<file path="src/rtl/video_stream_tx_if.sv">
// Pixel-RAM read port and video output bus of video_stream_tx.
// The transmitter drives the master side; RAM and video sink sit on the slave side.
interface video_stream_tx_if;
   logic        rd_en;
   logic [19:0] rd_addr;
   logic [7:0]  rd_data;
   logic        img_vsync;
   logic        img_href;
   logic [7:0]  img_gray;

   modport master (
      output rd_en,
      output rd_addr,
      input  rd_data,
      output img_vsync,
      output img_href,
      output img_gray
   );

   modport slave (
      input  rd_en,
      input  rd_addr,
      output rd_data,
      input  img_vsync,
      input  img_href,
      input  img_gray
   );
endinterface

</file>
<file path="src/rtl/video_stream_tx.sv">
// Frame-source transmitter: raster-reads an 8-bit image from a 1-cycle-latency pixel RAM and
// emits it as vsync/href/gray with programmable blanking, single-shot or continuous.
module video_stream_tx #(
   parameter logic [10:0] IMG_HDISP = 11'd640,
   parameter logic [10:0] IMG_VDISP = 11'd480,
   parameter logic [10:0] H_BLANK   = 11'd160,
   parameter logic [15:0] VS_LEAD   = 16'd100,
   parameter logic [15:0] VS_TAIL   = 16'd100,
   parameter logic [15:0] FRAME_GAP = 16'd200
) (
   input  logic              clk,
   input  logic              rst_n,
   input  logic              start,
   input  logic              continuous,
   output logic              busy,
   output logic              frame_done,
   video_stream_tx_if.master vid
);

   typedef enum logic [2:0] {StIdle, StLead, StActive, StHblank, StTail, StGap} state_e;

   localparam logic [10:0] HdispLast  = IMG_HDISP - 11'd1;
   localparam logic [10:0] VdispLast  = IMG_VDISP - 11'd1;
   localparam logic [15:0] HblankLast = {5'd0, H_BLANK} - 16'd1;
   localparam logic [15:0] LeadLast   = VS_LEAD - 16'd1;
   localparam logic [15:0] TailLast   = VS_TAIL - 16'd1;
   localparam logic [15:0] GapLast    = FRAME_GAP - 16'd1;

   state_e      state_q, state_d;
   logic [15:0] cnt_q, cnt_d;
   logic [10:0] h_q, h_d;
   logic [10:0] v_q, v_d;
   logic [19:0] addr_q, addr_d;
   logic        vsync_q, vsync_d;
   logic        href_q, href_d;
   logic [2:0]  vs_pipe_q;
   logic [1:0]  hr_pipe_q;
   logic [7:0]  gray_q;
   logic        frame_done_q;

   // Busy also covers the two output delay stages so the video tail is never cut short.
   assign busy = (state_q != StIdle) | vs_pipe_q[0] | vs_pipe_q[1];

   always_comb begin
      state_d = state_q;
      cnt_d   = cnt_q;
      h_d     = h_q;
      v_d     = v_q;
      addr_d  = addr_q;
      case (state_q)
         StIdle: begin
            if (start && !busy) begin
               state_d = StLead;
               cnt_d   = '0;
               addr_d  = '0;
            end
         end
         StLead: begin
            if (cnt_q == LeadLast) begin
               state_d = StActive;
               cnt_d   = '0;
               h_d     = '0;
               v_d     = '0;
            end else begin
               cnt_d = cnt_q + 16'd1;
            end
         end
         StActive: begin
            if (h_q == HdispLast) begin
               h_d   = '0;
               cnt_d = '0;
               if (v_q == VdispLast) begin
                  // Last pixel of the frame: address stays on it.
                  state_d = StTail;
               end else begin
                  state_d = StHblank;
                  addr_d  = addr_q + 20'd1;
               end
            end else begin
               h_d    = h_q + 11'd1;
               addr_d = addr_q + 20'd1;
            end
         end
         StHblank: begin
            if (cnt_q == HblankLast) begin
               state_d = StActive;
               cnt_d   = '0;
               h_d     = '0;
               v_d     = v_q + 11'd1;
            end else begin
               cnt_d = cnt_q + 16'd1;
            end
         end
         StTail: begin
            if (cnt_q == TailLast) begin
               state_d = StGap;
               cnt_d   = '0;
            end else begin
               cnt_d = cnt_q + 16'd1;
            end
         end
         StGap: begin
            if (cnt_q == GapLast) begin
               cnt_d = '0;
               if (continuous) begin
                  state_d = StLead;
                  addr_d  = '0;
               end else begin
                  state_d = StIdle;
               end
            end else begin
               cnt_d = cnt_q + 16'd1;
            end
         end
         default: state_d = StIdle;
      endcase
   end

   assign vsync_d = (state_d != StIdle) && (state_d != StGap);
   assign href_d  = (state_d == StActive);

   always_ff @(posedge clk or negedge rst_n) begin
      if (!rst_n) begin
         state_q      <= StIdle;
         cnt_q        <= '0;
         h_q          <= '0;
         v_q          <= '0;
         addr_q       <= '0;
         vsync_q      <= 1'b0;
         href_q       <= 1'b0;
         vs_pipe_q    <= '0;
         hr_pipe_q    <= '0;
         gray_q       <= '0;
         frame_done_q <= 1'b0;
      end else begin
         state_q      <= state_d;
         cnt_q        <= cnt_d;
         h_q          <= h_d;
         v_q          <= v_d;
         addr_q       <= addr_d;
         vsync_q      <= vsync_d;
         href_q       <= href_d;
         vs_pipe_q    <= {vs_pipe_q[1:0], vsync_q};
         hr_pipe_q    <= {hr_pipe_q[0], href_q};
         gray_q       <= hr_pipe_q[0] ? vid.rd_data : 8'd0;
         // Pulse lands one cycle after the delayed vsync has fallen.
         frame_done_q <= vs_pipe_q[2] & ~vs_pipe_q[1];
      end
   end

   assign vid.rd_en     = href_q;
   assign vid.rd_addr   = addr_q;
   assign vid.img_vsync = vs_pipe_q[1];
   assign vid.img_href  = hr_pipe_q[1];
   assign vid.img_gray  = gray_q;
   assign frame_done    = frame_done_q;

endmodule

</file>
<file path="src/flat_wrapper.sv">
// flat-port wrapper written by rule: the top's interface ports become plain ports
module video_stream_tx_flat 
#(
   parameter logic [10:0] IMG_HDISP = 11'd640,
   parameter logic [10:0] IMG_VDISP = 11'd480,
   parameter logic [10:0] H_BLANK   = 11'd160,
   parameter logic [15:0] VS_LEAD   = 16'd100,
   parameter logic [15:0] VS_TAIL   = 16'd100,
   parameter logic [15:0] FRAME_GAP = 16'd200
)
  (clk, rst_n, start, continuous, busy, frame_done, vid_rd_en, vid_rd_addr, vid_rd_data, vid_img_vsync, vid_img_href, vid_img_gray);
  video_stream_tx_if vid_i ();
  input  logic clk;
  input  logic rst_n;
  input  logic start;
  input  logic continuous;
  output logic busy;
  output logic frame_done;
  output wire logic [$bits(vid_i.rd_en)-1:0] vid_rd_en;
  output wire logic [$bits(vid_i.rd_addr)-1:0] vid_rd_addr;
  input wire logic [$bits(vid_i.rd_data)-1:0] vid_rd_data;
  output wire logic [$bits(vid_i.img_vsync)-1:0] vid_img_vsync;
  output wire logic [$bits(vid_i.img_href)-1:0] vid_img_href;
  output wire logic [$bits(vid_i.img_gray)-1:0] vid_img_gray;
  assign vid_rd_en = vid_i.rd_en;
  assign vid_rd_addr = vid_i.rd_addr;
  assign vid_i.rd_data = vid_rd_data;
  assign vid_img_vsync = vid_i.img_vsync;
  assign vid_img_href = vid_i.img_href;
  assign vid_img_gray = vid_i.img_gray;
  video_stream_tx #(.IMG_HDISP(IMG_HDISP), .IMG_VDISP(IMG_VDISP), .H_BLANK(H_BLANK), .VS_LEAD(VS_LEAD), .VS_TAIL(VS_TAIL), .FRAME_GAP(FRAME_GAP)) u_core (.clk(clk), .rst_n(rst_n), .start(start), .continuous(continuous), .busy(busy), .frame_done(frame_done), .vid(vid_i));
endmodule
</file>
<file path="config.mk">
export PLATFORM = sky130hd
export DESIGN_NAME = video_stream_tx_flat
export DESIGN_NICKNAME = d
export VERILOG_FILES = /design/src/rtl/video_stream_tx_if.sv /design/src/rtl/video_stream_tx.sv /design/src/flat_wrapper.sv
export SDC_FILE = /design/constraint.sdc
export NUM_CORES = 1
export LEC_CHECK = 0
export BUFFER_PORTS_ARGS = -buffer_cell sky130_fd_sc_hd__buf_2
export CORE_ASPECT_RATIO = 2
export CORE_MARGIN = 4
export CORE_UTILIZATION = 50
export CTS_CLUSTER_SIZE = 28
export DETAILED_ROUTE_END_ITERATION = 8
export PLACE_DENSITY_LB_ADDON = 0.1
export SETUP_SLACK_MARGIN = 0.02
export SLEW_MARGIN = 10
export SYNTH_ARGS = -nofsm -noshare
export SYNTH_HDL_FRONTEND = slang
export SYNTH_SLANG_ARGS = --single-unit
</file>
<file path="constraint.sdc">
create_clock -name clk -period 3.8 [get_ports clk]
set_input_delay 0.38 -clock clk [delete_from_list [all_inputs] [get_ports clk]]
set_output_delay 0.38 -clock clk [all_outputs]
set_load 0.1 [all_outputs]
</file>
==> out/results.tsv <==
metric	value	unit
antenna_found_initial	0	
synth_ff_type	dfrtp_1	
period_minus_slack	2.54	ns
crit_path_frequent_cell	o21ai_0	
grt_max_degree	78	
clock-sinks	77	
layout_common_cells	dfrtp_1 (77), o21ai_0 (52), nand2_1 (47)	
cts_tree	done	
mostFrequentLayoutCell	dfrtp_1	
nNetsFinal	486	
layout-drive-gt1-share	15.2	%
synth_seq_cells	77	
cpPeakStageDelay	0.54	ns
wirelength	9190	um
timing.hold.ws	0.194	ns
core-area	7660	sq um
avgSynthCellArea	9.20	sq um
slew_headroom	35.5	%
tightest_slew	0.967	ns
wl_met1	3610	um
maxCapViolCount	0	
gp_congestion	0.831	
power.density	378	nW/um^2
port_buffers	44	
leakage	2.01	nW
yosysUniqueCellTypes	53	
initial_utilization	52.0	%
yosysSeqAreaShare	48.4	%
finalSetupViolations	0	
slew_viol_final	0	
overflow	0	
num_rows	45	
vias	3373	
synth_top_cell_by_area	dfrtp_1	
via_per_inst	5.93	
ios	45	
die_h	134	um
ctsHoldBuffers	0	
netlist_area	3980	sq um
post-cts-setup-buffer-count	0	
cp_cell_sequence	nor4_4 -> nand4_1 -> nand2_1 -> nand3_1 -> o21ai_0 -> o21ai_0	
top_layer	met4	
vdd_drop_max	0.289	mV
post_drt_wl_per_cell	16.1	um
synth.top_cell.area_share	48.4	%
fin_crit_sh	66.9	%
area_delta_synth_final	14.2	%
cts_made_buffers	9	
drtPass1Iterations	4	
grt_pass1_wl	15300	um
clk_path_buf_depth	2	
critPathKind	flop to flop	
diodes	0	
worstPathArrival	2.74	ns
root_buffer	clkbuf_16	
synth_edf_count	0	
crit_fanout	20	
endpoint_kind	flop	
fin_worst_skew	0.00655	ns
yosysWarnings	0	
cts_max_level	3	
synth_fp_nets	449	
hold_path_class	primary input to asynchronous set/reset pin	
wl_met3	349	um
dr.first_iter.drc_count	212	
grt_pass1_vias	3268	
clock.fmax	393	MHz
grt_use_total	20.0	%
cts.repair.resized	0	
cp_slowest_cell	nand3_1	
fp.dieArea	9550	sq um
start_kind	flop	
reg2reg_from	u_core.cnt_q[12]	
setup.worst_path.start	u_core.cnt_q[12]	
clk_latency	0.33	ns
status	completed	
tns	0	ns
grt_setup_unrepaired	false	
ant_nets	0	
wl_met2	5000	um
synth-async-reset-ratio	100	%
syn_inst	433	
hold_violations	0	
clk_pin_slew	0.06	ns
cp.required	4.00	ns
route.detailed.drc	0	
die_width	71.1	um
dpl.hpwl	6550	um
synth_area_leaders	dfrtp_1 (48%), o21ai_0 (6.5%), nand2_1 (4.4%)	
[cells in the mapped netlist (all sizes together) (2+ instances only)]
cell type and n:
nand4 12, o31ai 3, and2 12, clkbuf 9
nor3b 4, nand3 22, dfrtp 77, a31oi 11
and3 21, and3b 2, o21ai 67, nand2b 5
nor3 12, or3 4, xnor2 6, nor2 37
and4 7, ha 4, a21oi 19, a21o 2
nor4b 2, nor4 5, a22o 3, nand2 47
nor2b 3, inv 6, buf 10, xor2 6
[metrics by stage]
stage / instance area (sq um) / worst slack, ns / total power [W] / utilization [%] / instances
floorplan: 3980 / 1.42 / 0.000835 / - / 433
global placement: 4240 / 1.31 / 0.000857 / 55.3 / 553
detailed placement: 4240 / 1.25 / 0.000857 / 55.3 / 553
CTS: 4550 / 1.24 / 0.00174 / 59.4 / 569
global route: 4550 / 1.03 / 0.00178 / 59.4 / 569
finish: 4550 / 1.26 / 0.00172 / 59.4 / 569
[final cells by class]
| class | count | area (sq um) |
|---|---|---|
| Clock inverter | 4 | 55.1 |
| Inverter | 6 | 22.5 |
| Sequential cell | 77 | 1930 |
| Clock buffer | 12 | 256 |
| Multi-Input combinational cell | 331 | 1940 |
| Timing Repair Buffer | 45 | 230 |
| Fill cell | 714 | 3110 |
| Tap cell | 94 | 118 |
[state kept, by name, indices dropped and copies added, names as in the netlist]
| signal | cells |
|---|---|
| u_core.vid.img_gray | 8 |
| u_core.state_q | 3 |
| u_core.cnt_q | 16 |
| u_core.v_q | 11 |
| u_core.vs_pipe_q | 3 |
| u_core.h_q | 11 |
| u_core.frame_done | 1 |
| u_core.vsync_q | 1 |
| u_core.hr_pipe_q | 2 |
| u_core.vid.rd_addr | 20 |
| u_core.vid.rd_en | 1 |
[routing by layer]
layer	global-route usage (%)	up-vias
met2	36.0	77
li1	-	1641
met3	2.85	18
met4	10.1	0
met5	0	-
met1	22.3	1637
[where the power goes]
part	leakage (nW)	internal [W]	switching (W)
sequential	0.894	0.000820	0
clock	0.149	0.000548	0.000332
combinational	0.962	0.00000427	0.0000167
[final timing paths]
kind / slack, ns / endpoint / cells after the start
max: 1.26 / u_core.vid.rd_addr[19] / 6
min: 0.19 / u_core.vid.img_gray[2] / 1
max reg2reg: 1.26 / u_core.vid.rd_addr[19] / 6
min reg2reg: 0.36 / u_core.vs_pipe_q[0] / 0
max in group asynchronous: 2.97 / u_core.h_q[3] / 1
min in group clk: 0.26 / u_core.vid.img_gray[6] / 2
[kinds of logic (layout without fill, tap and decap cells)]
group | after synthesis | count (layout) | share of synthesized area [%]
flip-flops | 77 | 77 | 48.4
XOR/XNOR | 12 | 12 | 2.64
adder cells (fa/ha/maj) | 4 | 4 | 1.26
buffers and inverters | 25 | 67 | 2.95
AO/OA/AOI/OAI | 115 | 115 | 16.9
AND/OR/NAND/NOR | 199 | 199 | 27.6
multiplexers | 1 | 1 | 0.251
[critical path: cells and delay by family, from the launching register on]
family	cells	cell delay, ns
and+or+nand+nor	4	1.46
AOI/OAI and AO/OA	2	0.50
DFF	1	0.45
Power figures use the tool's default switching activity.
